<file path="config.mk">
export PLATFORM = sky130hd
export DESIGN_NAME = paint_sequencer
export DESIGN_NICKNAME = d
export VERILOG_FILES = /design/src/rtl/paint_seq_pkg.sv /design/src/rtl/paint_sequencer_debounce.sv /design/src/rtl/paint_sequencer.sv
export SDC_FILE = /design/constraint.sdc
export NUM_CORES = 1
export LEC_CHECK = 0
export ABC_AREA = 0
export CAP_MARGIN = 10
export CORE_MARGIN = 1.5
export CORE_UTILIZATION = 30
export DETAILED_ROUTE_END_ITERATION = 8
export SLEW_MARGIN = 20
export SYNTH_ARGS = -nofsm -noshare
export SYNTH_HDL_FRONTEND = slang
export SYNTH_SLANG_ARGS = --single-unit
</file>
<file path="constraint.sdc">
create_clock -name clk_pix -period 2.15 [get_ports clk_pix]
set_clock_uncertainty 0.15 [all_clocks]
set_input_delay 0.43 -clock clk_pix [delete_from_list [all_inputs] [get_ports clk_pix]]
set_output_delay 0.43 -clock clk_pix [all_outputs]
set_load 0.005 [all_outputs]
</file>
<file path="src/rtl/paint_seq_pkg.sv">
// Shared types and helpers for the frame-synchronous paint source sequencer.
package paint_seq_pkg;

  typedef enum logic [1:0] {
    SHOW = 2'd0,
    PEND = 2'd1,
    MUTE = 2'd2
  } state_t;

  // Width needed to index n items, never less than one bit.
  function automatic int unsigned sel_width(input int unsigned n);
    return (n <= 32'd2) ? 32'd1 : 32'($clog2(n));
  endfunction

endpackage

</file>
<file path="src/rtl/paint_sequencer_debounce.sv">
// Button synchroniser and debouncer; emits one pulse per stable rising press.
module paint_sequencer_debounce #(
  parameter int unsigned DB_BITS = 18
) (
  input  logic clk_pix,
  input  logic rst_pix_n,
  input  logic btn_next,
  output logic btn_stb
);

  logic [1:0]         sync_q;
  logic               stable_q;
  logic [DB_BITS-1:0] db_cnt_q;
  logic               differ_c;
  logic               cnt_full_c;

  assign differ_c   = sync_q[1] ^ stable_q;
  assign cnt_full_c = &db_cnt_q;

  // Stable level only follows the synced input after 2^DB_BITS differing cycles.
  always_ff @(posedge clk_pix) begin
    if (!rst_pix_n) begin
      sync_q   <= 2'b00;
      stable_q <= 1'b0;
      db_cnt_q <= '0;
      btn_stb  <= 1'b0;
    end else begin
      sync_q  <= {sync_q[0], btn_next};
      btn_stb <= 1'b0;
      if (!differ_c) begin
        db_cnt_q <= '0;
      end else if (cnt_full_c) begin
        stable_q <= sync_q[1];
        db_cnt_q <= '0;
        btn_stb  <= sync_q[1];
      end else begin
        db_cnt_q <= db_cnt_q + DB_BITS'(1);
      end
    end
  end

endmodule

</file>
<file path="src/rtl/paint_sequencer.sv">
// Selects the active pattern painter, switching only at frame start and muting after each switch.
module paint_sequencer
  import paint_seq_pkg::*;
#(
  parameter int unsigned NUM_SRC      = 4,
  parameter int unsigned DWELL_FRAMES = 300,
  parameter int unsigned BLANK_FRAMES = 2,
  parameter int unsigned DB_BITS      = 18,
  localparam int unsigned SELW        = sel_width(NUM_SRC)
) (
  input  logic            clk_pix,
  input  logic            rst_pix_n,
  input  logic            frame,
  input  logic            btn_next,
  input  logic            auto_en,
  output logic [SELW-1:0] src_sel,
  output logic            mute,
  output logic            switch_stb,
  output logic            btn_stb
);

  localparam int unsigned DW_W = sel_width(DWELL_FRAMES);
  localparam int unsigned MC_W = sel_width(BLANK_FRAMES + 32'd1);

  state_t          state_q, state_d;
  logic [SELW-1:0] src_sel_q, src_sel_d;
  logic [DW_W-1:0] dwell_q, dwell_d;
  logic [MC_W-1:0] mute_cnt_q, mute_cnt_d;
  logic            pend_q, pend_d;
  logic            mute_q, mute_d;
  logic            switch_stb_q, switch_stb_d;
  logic            advance_c;

  paint_sequencer_debounce #(
    .DB_BITS (DB_BITS)
  ) u_debounce (
    .clk_pix   (clk_pix),
    .rst_pix_n (rst_pix_n),
    .btn_next  (btn_next),
    .btn_stb   (btn_stb)
  );

  always_ff @(posedge clk_pix) begin
    if (!rst_pix_n) begin
      state_q      <= SHOW;
      src_sel_q    <= '0;
      dwell_q      <= '0;
      mute_cnt_q   <= '0;
      pend_q       <= 1'b0;
      mute_q       <= 1'b0;
      switch_stb_q <= 1'b0;
    end else begin
      state_q      <= state_d;
      src_sel_q    <= src_sel_d;
      dwell_q      <= dwell_d;
      mute_cnt_q   <= mute_cnt_d;
      pend_q       <= pend_d;
      mute_q       <= mute_d;
      switch_stb_q <= switch_stb_d;
    end
  end

  // Decisions use the registered pend, so a press on a frame cycle waits for the next frame.
  always_comb begin
    state_d      = state_q;
    src_sel_d    = src_sel_q;
    dwell_d      = dwell_q;
    mute_cnt_d   = mute_cnt_q;
    pend_d       = pend_q | btn_stb;
    mute_d       = mute_q;
    switch_stb_d = 1'b0;
    advance_c    = 1'b0;

    unique case (state_q)
      SHOW, PEND: begin
        if (frame && (pend_q || (auto_en && (dwell_q == DW_W'(DWELL_FRAMES - 32'd1))))) begin
          advance_c = 1'b1;
        end else begin
          if (!auto_en) begin
            dwell_d = '0;
          end else if (frame) begin
            dwell_d = dwell_q + DW_W'(1);
          end
          if (pend_d) begin
            state_d = PEND;
          end
        end
      end
      MUTE: begin
        dwell_d = '0;
        if (frame) begin
          if (mute_cnt_q == MC_W'(1)) begin
            mute_d     = 1'b0;
            mute_cnt_d = '0;
            state_d    = pend_d ? PEND : SHOW;
          end else begin
            mute_cnt_d = mute_cnt_q - MC_W'(1);
          end
        end
      end
      default: state_d = SHOW;
    endcase

    if (advance_c) begin
      src_sel_d    = (src_sel_q == SELW'(NUM_SRC - 32'd1)) ? '0 : src_sel_q + SELW'(1);
      pend_d       = btn_stb;
      dwell_d      = '0;
      switch_stb_d = 1'b1;
      if (BLANK_FRAMES > 32'd0) begin
        mute_d     = 1'b1;
        mute_cnt_d = MC_W'(BLANK_FRAMES);
        state_d    = MUTE;
      end else begin
        state_d    = btn_stb ? PEND : SHOW;
      end
    end
  end

  assign src_sel    = src_sel_q;
  assign mute       = mute_q;
  assign switch_stb = switch_stb_q;

endmodule

</file>
* Word level (Yosys, flattened, before mapping)
Index checks and enable logic that the tools add are counted.
W data, S select, Z words.
** Storage, ports and cells
- Word-level logic and storage cells :: 79
- Input bits :: 5
- Output and inout bits :: 5
- Bits in registers :: 40
** Operators by class
- Reductions and logical operators :: 20
- Multiplexer cells :: 24
- Bitwise gates (word level) :: 4
- Equality and inequality tests :: 14
- $add $sub $neg :: 4
** Operators by type and width (number)
- $mux W9 :: 3
- $mux W2 :: 10
- $reduce_and A20 Y1 :: 1
- $reduce_and A19 Y1 :: 1
- $add A18 B1 Y18 const B :: 1
- $pmux W9 S2 :: 1
- $reduce_and A18 Y1 :: 1
- $ne A3 B3 Y1 const B :: 5
- $add A9 B1 Y9 const B :: 1
- $eq A9 B9 Y1 const B :: 1
- $mux W1 :: 9
- $ne A2 B2 Y1 const B :: 4
- $reduce_and A4 Y1 :: 2
- $reduce_bool A2 Y1 :: 4
- $reduce_and A3 Y1 :: 2
- $eq A2 B1 Y1 const B :: 2
- $eq A2 B2 Y1 const B :: 2
- $pmux W2 S2 :: 1
- $reduce_and A2 Y1 :: 2
- $reduce_or A2 Y1 :: 2
- $reduce_or A3 Y1 :: 1
- $add A2 B1 Y2 const B :: 1
- $logic_and A1 B1 Y1 :: 2
- $logic_not A2 Y1 :: 1
- other kinds (5) :: 6

* Logic depth before layout (Yosys ltp)
- Word-level depth :: 8
- Depth in mapped cells :: 6
- Gate-level depth less buffers :: 6

* Hierarchy
A second synthesis with hierarchy kept.
** Second synthesis, totals
- Cells, all modules :: 215
- Area total of the unflattened synthesis :: 1933.1 um2
** Modules (own cells, without submodules)
- paint_sequencer_debounce :: area an instance 996.0 um2, times used 1, cells each 107
- paint_sequencer :: area an instance 937.1 um2, times used 1, cells each 108

* Worst setup path after synthesis
Ideal clock, no wire load.
- Path type :: input to register
- From :: input port frame
- To :: register dwell_q[5]
- Data required time :: 1930 ps
- Path slack :: 376 ps
- Buffers on the path :: 0
- Data arrival time :: 1554 ps
- Stages :: 5
- Cell sequence :: a21o_1 -> o21ai_4 -> o21ai_4 -> or4_4 -> a21oi_2
** On the way
- Longest elaborated chain between the ends :: 4
- Elaborated cells on any way between the ends :: 7
- Classes of those cells :: eq/ne: 2; mux: 2; reduce/logical: 3
** RTL lines
- from (decl) :: RTL line paint_sequencer.sv:13 : input logic frame,
- $logic_and A1 B1 Y1 :: RTL line paint_sequencer.sv:76 : if (frame && (pend_q || (auto_en && (dwell_q == DW_W'(DWELL_FRAMES - 32'd1))))) begin
- $mux W1 :: RTL line paint_sequencer.sv:76
- $mux W1 :: RTL line paint_sequencer.sv:74 : unique case (state_q)
- $reduce_or A2 Y1 (no line)
- to (signal assigned) :: RTL line paint_sequencer.sv:55 : dwell_q <= dwell_d;
- to (decl) :: RTL line paint_sequencer.sv:27 : logic [DW_W-1:0] dwell_q, dwell_d;
Several ways; a longest one is shown, not always the timed one.
A chain may end at the register's enable or synchronous reset.

* Final worst setup path
Ends and elaborated chain as after synthesis.

==> flow_metrics.env <==
export IMPL_fin_crit_sh_pct=90.65
export IMPL_path_cells="clkdlybuf4s50_1 > a21o_1 > o21ai_4 > o21ai_4 > or4_4 > a21oi_2"
export IMPL_ctsHoldBuffers=0
export IMPL_grt_pass1_wl_um=5457
export IMPL_path_clk_slew_ns=0.09
export IMPL_vias=1374
export IMPL_postCtsSetupBuffers=0
export IMPL_grt_setup_unrepaired="false"
export IMPL_drt_iter0_markers=38
export IMPL_worst_ir_drop_vdd_v=0.0003982
export IMPL_fin_nets=232
export IMPL_power_leakage_nw=0.7291
export IMPL_syn_to_final_growth_pct=19.37
export IMPL_ys_seq_area_share_pct=45.07
export IMPL_netlist_area_leader_share_pct=45.07
export IMPL_cp_common_cell="o21ai_4"
export IMPL_dr_pass1_iters=4
export IMPL_period_minus_slack_ns=1.949
export IMPL_final_cell_mix="dfxtp_1 (40), nor2_1 (30), nand2_1 (20)"
export IMPL_post_dp_cell_area_um2=2006
export IMPL_placementRows=27
export IMPL_ys_types=36
export IMPL_synth_area_leaders="dfxtp_1 (45%), nor2_1 (6.3%), xor2_1 (5.9%), nand2_1 (4.2%), nand3_1 (3.7%)"
export IMPL_drv_cap=0
export IMPL_syn_cell_area_um2=1777
export IMPL_hold_class="reg -> reg"
export IMPL_critical_path_required_ns=2.23
export IMPL_cts_tree="built"
export IMPL_ant_nets=0
export IMPL_clockRootBuffer="clkbuf_8"
export IMPL_synth_seq_cells=40
export IMPL_critPathMaxStageDelay_ns=0.51
export IMPL_clockBufferDepth=2
export IMPL_cp_buffers_inverters=1
export IMPL_fmax_mhz=513.1
export IMPL_fp_dieW_um=79.96
export IMPL_critPathArrivalTime_ns=2.03
export IMPL_hold_slack_ns=0.2948
export IMPL_drive_gt1_share_pct=10.27
export IMPL_wl_per_cell_um=10.48
export IMPL_syn_nets=210
export IMPL_fp_coreArea_um2=5608
export IMPL_setup_tns_ns=0
export IMPL_grt_max_degree=17
export IMPL_antenna_cells=0
export IMPL_crit_type="in -> reg"
export IMPL_setup_viol=0
export IMPL_numPortBuffers=9
export IMPL_r2r_setup_slack_ns=0.30
export IMPL_post_cts_resized=0
export IMPL_cp_max_fo=3
export IMPL_synth_edff_count=0
export IMPL_dieArea_um2=6393
export IMPL_cts_sinks=40
export IMPL_startpoint_type="input pin"
export IMPL_grt_ovfl_total=0
export IMPL_wl_um=3101
export IMPL_tightest_slew_ns=0.4991
export IMPL_slew_violations=0
export IMPL_grt_antenna_before_repair=0
export IMPL_clkLatencyLatePin_ns=0.29
export IMPL_slew_headroom_pct=66.69
export IMPL_async_flop_share_pct=0
export IMPL_initial_utilization_pct=31.68
export IMPL_postSynthAreaPerCell_um2=8.839
export IMPL_cts_made_buffers=5
export IMPL_fin_area_um2=2121
export IMPL_status="finished clean"
export IMPL_pin_count=10
export IMPL_yosys_area_top_type="dfxtp_1"
export IMPL_die_h_um=79.96
export IMPL_power_per_cell_area_nw_per_um2=672.7
export IMPL_final_common_cell="dfxtp_1"
export IMPL_hold_viol_final=0
export IMPL_critPathSlowestCell="or4_4"
export IMPL_place_congestion=0.7347
export IMPL_vias_per_cell=4.642
export IMPL_synthCells=201
export IMPL_yosys_warnings=0
export IMPL_fillers=591
export IMPL_ys_flop_type="dfxtp_1"
export IMPL_worst_setup_path_end_kind="flop"
export IMPL_grtUsageTotal_pct=10.79
export IMPL_drc=0
export IMPL_hpwl_um=2256
export IMPL_cpLargestDelayFamily="compound AO/OA/AOI/OAI gates"
export IMPL_grt_pass1_vias=1246
export IMPL_htreeDepth=2
-- cells in the mapped netlist (all sizes together) (2+ instances only) --
library cell / count
ha: 4
or3: 4
a21oi: 9
o211ai: 2
nand3: 13
nor2b: 4
nor3: 5
xnor2: 7
dfxtp: 40
and2: 5
nand4: 5
inv: 6
and4: 2
xor2: 12
nor2: 30
mux2i: 2
o21ai: 10
nor4: 2
o31ai: 2
nand2: 20
and3: 4
-- report_power, final --
part / internal (mW) / total [mW] / switching (mW)
combinational: 0.0221 / 0.0461 / 0.0239
sequential: 0.744 / 0.747 / 0.00299
clock: 0.350 / 0.634 / 0.284
total: 1.12 / 1.43 / 0.311
-- flip-flops by register name, summed over array words and instances, names as in the netlist --
name,flops
u_debounce.db_cnt_q,18
pend_q,1
switch_stb,1
dwell_q,9
u_debounce.stable_q,1
u_debounce.btn_stb,1
src_sel,2
mute_cnt_q,2
mute,1
u_debounce.sync_q,2
state_q,2
-- path summary, 6_finish.rpt --
check                                                      from                         endpoint  cells past startpoint
worst max-delay path                                      frame          dwell_q[5]$_SDFFE_PP0P_                      6
worst min-delay path            u_debounce.sync_q[0]$_SDFF_PN0_  u_debounce.sync_q[1]$_SDFF_PN0_                      1
worst min register to register  u_debounce.sync_q[0]$_SDFF_PN0_  u_debounce.sync_q[1]$_SDFF_PN0_                      1
worst max register to register          dwell_q[0]$_SDFFE_PP0P_          dwell_q[7]$_SDFFE_PP0P_                      7
-- per-stage QoR --
stage	setup WS [ns]	cells	power (mW)	utilization [%]
floorplan	0.3759	201	0.7865	-
finish	0.2011	296	1.427	37.82
global placement	-0.08035	288	0.8102	35.77
detailed placement	-0.1149	288	0.8106	35.77
global route	0.1031	296	1.480	37.82
CTS	0.1836	296	1.443	37.82
-- cells by family (layout without fill, tap and decap cells) --
kind of cell,Yosys count,count (layout),synth area share [%]
AOI/OAI and AO/OA,29,29,11.90
xor gates and xnor gates,19,19,9.366
adders and majority gates,4,4,2.817
buffers and inverters,8,31,1.901
DFF,40,40,45.07
muxes,2,2,1.127
and+or+nand+nor,99,99,27.82
-- final cells by class --
| type | count | area (µm²) | share of cell area [%] |
|---|---|---|---|
| Clock buffer | 5 | 68.82 | 3.245 |
| Tap cell | 72 | 90.09 | 4.248 |
| Sequential cell | 40 | 800.8 | 37.76 |
| Multi-Input combinational cell | 153 | 942.2 | 44.42 |
| Clock inverter | 3 | 46.29 | 2.183 |
| Inverter | 6 | 22.52 | 1.062 |
| Timing Repair Buffer | 17 | 150.1 | 7.080 |
-- per-layer routing --
layer  up-vias  wire [µm]  global-route usage, %
li1        743          -                      -
met1       610       1637                  13.83
met2        15       1317                  16.72
met3         6         99                  3.429
met4         0         46                  4.138
met5         -          0                      0
(Power assumes the default switching activity.)
